File: config.mk
export PLATFORM = sky130hd
export DESIGN_NAME = instruction_fetch
export DESIGN_NICKNAME = d
export VERILOG_FILES = /design/src/rtl/instruction_fetch.sv
export SDC_FILE = /design/constraint.sdc
export NUM_CORES = 1
export LEC_CHECK = 0
export ABC_CLOCK_PERIOD_IN_PS = 5000
export CELL_PAD_IN_SITES_DETAIL_PLACEMENT = 0
export CELL_PAD_IN_SITES_GLOBAL_PLACEMENT = 1
export CORE_UTILIZATION = 35
export CTS_BUF_LIST = sky130_fd_sc_hd__clkbuf_4 sky130_fd_sc_hd__clkbuf_8
export DETAILED_ROUTE_END_ITERATION = 7
export PLACE_DENSITY = 0.59
export SYNTH_ARGS = -nofsm -noshare
export SYNTH_HDL_FRONTEND = slang
export SYNTH_SLANG_ARGS = --single-unit
File: constraint.sdc
create_clock -name clock -period 5 [get_ports clock]
set_input_delay 1.25 -clock clock [delete_from_list [all_inputs] [get_ports clock]]
set_output_delay 1.25 -clock clock [all_outputs]
set_load 0.01 [all_outputs]
File: src/rtl/instruction_fetch.sv
`default_nettype none
// ============================================================================
// Module      : instruction_fetch
// Description : Fetch stage for a 64-bit LEGv8-style pipeline. Holds the PC,
//               issues in-order word requests to instruction memory, buffers
//               returned words with their PCs in a DEPTH-entry FIFO and
//               presents them to decode. A redirect empties the buffer,
//               reloads the PC and discards every response still in flight.
// Revision    : 1.0 - initial release
// ----------------------------------------------------------------------------
// Ports:
//   clock, reset       - rising-edge clock, synchronous active-high reset
//   imem_req_*         - request channel (valid/ready, 64-bit byte address)
//   imem_resp_*        - in-order response channel, no backpressure
//   redirect_*         - taken-branch redirect from execute
//   if_*               - {pc, instruction} handed to decode (valid/ready)
// ============================================================================
module instruction_fetch #(
   parameter logic [63:0] RESET_PC = 64'h0,
   parameter int unsigned DEPTH    = 4
) (
   input  logic        clock,
   input  logic        reset,
   output logic        imem_req_valid,
   input  logic        imem_req_ready,
   output logic [63:0] imem_req_addr,
   input  logic        imem_resp_valid,
   input  logic [31:0] imem_resp_data,
   input  logic        redirect_valid,
   input  logic [63:0] redirect_pc,
   output logic        if_valid,
   input  logic        if_ready,
   output logic [63:0] if_pc,
   output logic [31:0] if_instruction
);

   localparam int unsigned c_ptr_w = (DEPTH > 1) ? $clog2(DEPTH) : 1;
   localparam int unsigned c_cnt_w = c_ptr_w + 1;
   localparam logic [c_cnt_w:0] c_depth = (c_cnt_w + 1)'(DEPTH);

   // ------------------------------------------------------------------------
   // State
   // ------------------------------------------------------------------------
   logic [63:0]        pc_q, pc_d;
   logic [63:0]        tail_pc_q, tail_pc_d;
   logic [c_ptr_w-1:0] rd_ptr_q, rd_ptr_d;
   logic [c_ptr_w-1:0] wr_ptr_q, wr_ptr_d;
   logic [c_cnt_w-1:0] count_q, count_d;
   logic [c_cnt_w-1:0] inflight_q, inflight_d;
   logic [c_cnt_w-1:0] drop_q, drop_d;

   logic [63:0]        fifo_pc_q    [DEPTH];
   logic [31:0]        fifo_instr_q [DEPTH];

   // ------------------------------------------------------------------------
   // Handshake decode
   // ------------------------------------------------------------------------
   logic [c_cnt_w:0]   w_credit_sum;
   logic               w_room;
   logic               w_nonempty;
   logic               w_req_fire;
   logic               w_resp;
   logic               w_push;
   logic               w_pop;
   logic [63:0]        w_redirect_pc;
   logic               w_unused_redirect_lsbs;

   // Credit counts every outstanding request (stale or not) plus every
   // buffered word, so an accepted response always finds a free entry.
   assign w_credit_sum = {1'b0, inflight_q} + {1'b0, count_q};
   assign w_room       = (w_credit_sum < c_depth);
   assign w_nonempty   = (count_q != '0);

   assign imem_req_valid = !reset && !redirect_valid && w_room;
   assign imem_req_addr  = pc_q;
   assign w_req_fire     = imem_req_valid && imem_req_ready;

   // A response with nothing outstanding is a protocol error; ignoring it
   // keeps the counters from wrapping.
   assign w_resp = !reset && imem_resp_valid && (inflight_q != '0);
   assign w_push = w_resp && !redirect_valid && (drop_q == '0);

   assign if_valid       = !reset && !redirect_valid && w_nonempty;
   assign w_pop          = if_valid && if_ready;
   assign if_pc          = (!reset && w_nonempty) ? fifo_pc_q[rd_ptr_q]    : 64'h0;
   assign if_instruction = (!reset && w_nonempty) ? fifo_instr_q[rd_ptr_q] : 32'h0;

   assign w_redirect_pc          = {redirect_pc[63:2], 2'b00};
   assign w_unused_redirect_lsbs = ^redirect_pc[1:0];

   // ------------------------------------------------------------------------
   // Next-state logic
   // ------------------------------------------------------------------------
   always_comb begin
      pc_d       = pc_q;
      tail_pc_d  = tail_pc_q;
      rd_ptr_d   = rd_ptr_q;
      wr_ptr_d   = wr_ptr_q;
      count_d    = count_q;
      drop_d     = drop_q;
      inflight_d = inflight_q + c_cnt_w'(w_req_fire) - c_cnt_w'(w_resp);

      if (redirect_valid) begin
         pc_d      = w_redirect_pc;
         tail_pc_d = w_redirect_pc;
         rd_ptr_d  = '0;
         wr_ptr_d  = '0;
         count_d   = '0;
         // Everything still outstanding becomes stale. Stale requests are
         // already part of inflight, so the new drop count is simply what
         // remains outstanding after this cycle's (discarded) response.
         drop_d    = inflight_q - c_cnt_w'(w_resp);
      end else begin
         if (w_req_fire) begin
            pc_d = pc_q + 64'd4;
         end
         if (w_push) begin
            tail_pc_d = tail_pc_q + 64'd4;
            wr_ptr_d  = wr_ptr_q + 1'b1;
         end
         if (w_pop) begin
            rd_ptr_d = rd_ptr_q + 1'b1;
         end
         if (w_resp && (drop_q != '0)) begin
            drop_d = drop_q - 1'b1;
         end
         count_d = count_q + c_cnt_w'(w_push) - c_cnt_w'(w_pop);
      end
   end

   // ------------------------------------------------------------------------
   // Registers
   // ------------------------------------------------------------------------
   always_ff @(posedge clock) begin
      if (reset) begin
         pc_q       <= RESET_PC;
         tail_pc_q  <= RESET_PC;
         rd_ptr_q   <= '0;
         wr_ptr_q   <= '0;
         count_q    <= '0;
         inflight_q <= '0;
         drop_q     <= '0;
      end else begin
         pc_q       <= pc_d;
         tail_pc_q  <= tail_pc_d;
         rd_ptr_q   <= rd_ptr_d;
         wr_ptr_q   <= wr_ptr_d;
         count_q    <= count_d;
         inflight_q <= inflight_d;
         drop_q     <= drop_d;
      end
   end

   // Buffer storage needs no reset: count gates every read.
   always_ff @(posedge clock) begin
      if (w_push) begin
         fifo_pc_q[wr_ptr_q]    <= tail_pc_q;
         fifo_instr_q[wr_ptr_q] <= imem_resp_data;
      end
   end

endmodule
`default_nettype wire
==> flow_summary_export.csv, run 1 <==
group,metric,value,unit
pwr,ir_worst_vdd,147,uV
worst_setup_path,path_cells,"buf_2 > inv_1 > o31ai_4 > buf_4 > nor2b_1 > clkdlybuf4s50_1",
worst_setup_path,path_max_fanout,96,
grt,overflow,0,
layout,area_delta_synth_final,24.9,%
worst_setup_path,critPathCaptureType,"output pin",
route,vias,14500,
floorplan,row_count,91,
placed_design,place_congestion,0.907,
route,wl,61100,um
cts,cts_hold_buf,0,
placed_design,pre_cts_slack,0.637,ns
floorplan,core-area,62200,um^2
route,drcViolationCount,0,
worst_setup_path,cp_slowest_cell,"buf_4",
layout,nFillCells,5751,
floorplan,initial_core_util,0.356,
grt,gr-usage-all-layers,0.191,
worst_setup_path,cp_top_family,"buffers and inverters",
logic_synthesis,netlist_instances,1596,
layout,fin_nets,2018,
sta,fin_worst_skew,0.0223,ns
sta,timing.final.crit_share,0.862,
cts,root_buffer,"clkbuf_8",
sta,setup_viol,0,
floorplan,ioPinCount,264,
sta,fmax,0.232,GHz
logic_synthesis,ys_types,67,
cts,insertion_delay,0.65,ns
floorplan,die_h,254,um
cts,cts_setup_buffers,0,
pwr,finalPower,9.40,mW
route,drt_iter0_markers,807,
worst_setup_path,arrival,3.06,ns
cts,path_clk_slew,0.06,ns
route,drtAntennaViolNets,0,
cts,ctsResizeCount,0,
sta,drv_slew,0,
placed_design,place_area,25900,um^2
status,status,"finished, final reports clean",
sta,setup_ws,0.688,ns
layout,design_area,27700,um^2
cts,numClockSinks,515,
worst_setup_path,critPathLaunchType,"primary input",
logic_synthesis,async_flop_share,0,
grt,grt_max_degree,97,
logic_synthesis,ys_seq_elements,515,
worst_setup_path,crit_required,3.75,ns
route,drt-vias-per-instance,5.16,
grt,antenna_found_initial,4,
cts,cts_buffers,90,
cts,cts_buffer_depth,3,
cts,tritoncts,"done",
cts,cts-htree-levels,3,
layout,final_common_cell,"edfxtp_1",
logic_synthesis,synth-edff-count,376,
placed_design,port_buffers,257,
sta,relSlewSlack,0.306,
grt,grt_pass1_wl,91400,um
pwr,power.density,340,nW/um^2
logic_synthesis,yosysSeqAreaShare,0.635,
route,dr.pass1.iters,5,
floorplan,die_w,254,um
logic_synthesis,syn_area,22100,um^2
worst_setup_path,crit_path_max_incr_delay,0.76,ns
sta,rsz0062_at_grt,"no",
floorplan,dieArea,64300,um^2
route,post_drt_wl_per_cell,21.7,um
grt,grt_pass1_vias,14700,
logic_synthesis,syn_avg_cell_area,13.9,um^2
worst_setup_path,critPathBufInv,4,
layout,final_cell_mix,"edfxtp_1 (376), clkdlybuf4s50_1 (255), dfxtp_1 (137)",
layout,final_layout_size_suffix_gt1_frac,0.158,
job,max-cap-violations,0,
logic_synthesis,synth-main-ff-cell,"edfxtp_1",
sta,tightest_slew,1.04,ns
sta,finalHoldViolCount,0,
logic_synthesis,ys_warn_count,0,
min_path,hold_path_class,"register to register",
pwr,p_leak,8.73,nW
sta,fin_crit,4.31,ns
worst_setup_path,worstSetupPathType,"primary input to output pin",
sta,tns,0,ns
placed_design,dpl.hpwl,41300,um
-- final cells by class --
cell class / instances / area, um^2 / area share
flip-flops and latches: 515 / 14100 / 0.509
multi-input cells: 971 / 7650 / 0.277
repair buffers: 295 / 2990 / 0.108
clock buffers: 122 / 1490 / 0.0539
well taps: 837 / 1050 / 0.0378
clock inverters: 46 / 318 / 0.0115
inverters: 25 / 93.8 / 0.00339
diodes: 1 / 2.50 / 0.0000904
-- path summary, 6_finish.rpt --
kind,slack (ns),cells after the start,startpoint,endpoint
min reg2reg,0.51,2,wr_ptr_q[1],wr_ptr_q[1]
max reg2reg,1.86,11,count_q[2],count_q[2]
min,0.51,2,wr_ptr_q[1],wr_ptr_q[1]
max,0.69,6,reset,if_instruction[16]
-- power breakdown --
group | total, mW | switching, mW | internal [mW]
logic | 0.666 | 0.341 | 0.325
registers | 4.88 | 0.161 | 4.72
clock network | 3.86 | 1.71 | 2.15
total | 9.40 | 2.21 | 7.19
-- cell families (layout without fill, tap and decap cells) --
| kind of cell | Yosys count | count (layout) | synth area share |
|---|---|---|---|
| simple gates | 568 | 568 | 0.142 |
| flops | 515 | 515 | 0.635 |
| compound gates | 198 | 198 | 0.0591 |
| buf+inv | 113 | 488 | 0.0208 |
| mux | 107 | 107 | 0.102 |
| xor+xnor | 76 | 76 | 0.0301 |
| fa+ha+maj | 18 | 18 | 0.0108 |
| other cells | 1 | 5 | 0.000169 |
-- registers in the layout (all words and copies together), names as in the netlist, named ones only --
name	cells
inflight_q	3
fifo_instr_q	128
count_q	3
rd_ptr_q	2
wr_ptr_q	2
fifo_pc_q	248
imem_req_addr	62
tail_pc_q	62
drop_q	3
-- Yosys cell counts (all sizes together) (8+ instances only) --
library cell  count  area [um^2]
nand2           115          432
nor4             25          226
dfxtp           139         2780
or4              12         97.6
buf              23          124
xor2             35          307
or3              13         81.3
a31oi            20          125
o22ai             8         50.1
and3             28          175
a21oi            39          195
a211oi           21          158
a21boi           16          120
ha               16          200
xnor2            41          359
nand4            46          294
nand3            67          335
nor2b            99          619
o311ai           12          105
edfxtp          376        11300
o211ai           13         97.6
mux4             94         2120
o21a              9         67.6
nor3             34          185
and4             15          131
and2             12         75.1
clkbuf           65          244
o21ai            35          175
nor2             77          289
inv              25         93.8
-- per-stage QoR --
| step | hold WS (ns) | utilization | instances |
|---|---|---|---|
| global route | 0.558 | 0.445 | 2812 |
| detailed placement | 0.505 | 0.416 | 2643 |
| CTS | 0.514 | 0.445 | 2811 |
| floorplan | 0.458 | - | 1599 |
| global placement | 0.484 | 0.416 | 2643 |
| finish | 0.511 | 0.445 | 2812 |
-- tightest hold or removal path, cell delays in order, from the launching register on --
cell,delay (ns)
dfxtp_1,0.34
nand2_1,0.07
a21oi_1,0.05
-- layer usage --
layer  GRT usage  routed length (um)  vias to the layer above
met5           0                   0                        -
met4      0.0681                1390                        0
met3      0.0327                2890                       94
met2       0.300               28400                      398
met1       0.265               28400                     7227
li1            -                   -                     6777
No activity file was read; power rests on OpenSTA's default activity.
==> run 2, diff against run 1 <==
- HOLD_SLACK_MARGIN: not set -> 0.03
==> results of run 2 <==
No change in the layout: final DEF, timing and power equal those of run 1.
==> run 3, diff against run 2 <==
- CTS_CLUSTER_SIZE: not set -> 30
==> results of run 3 <==
No change in the layout: final DEF, timing and power equal those of run 1.
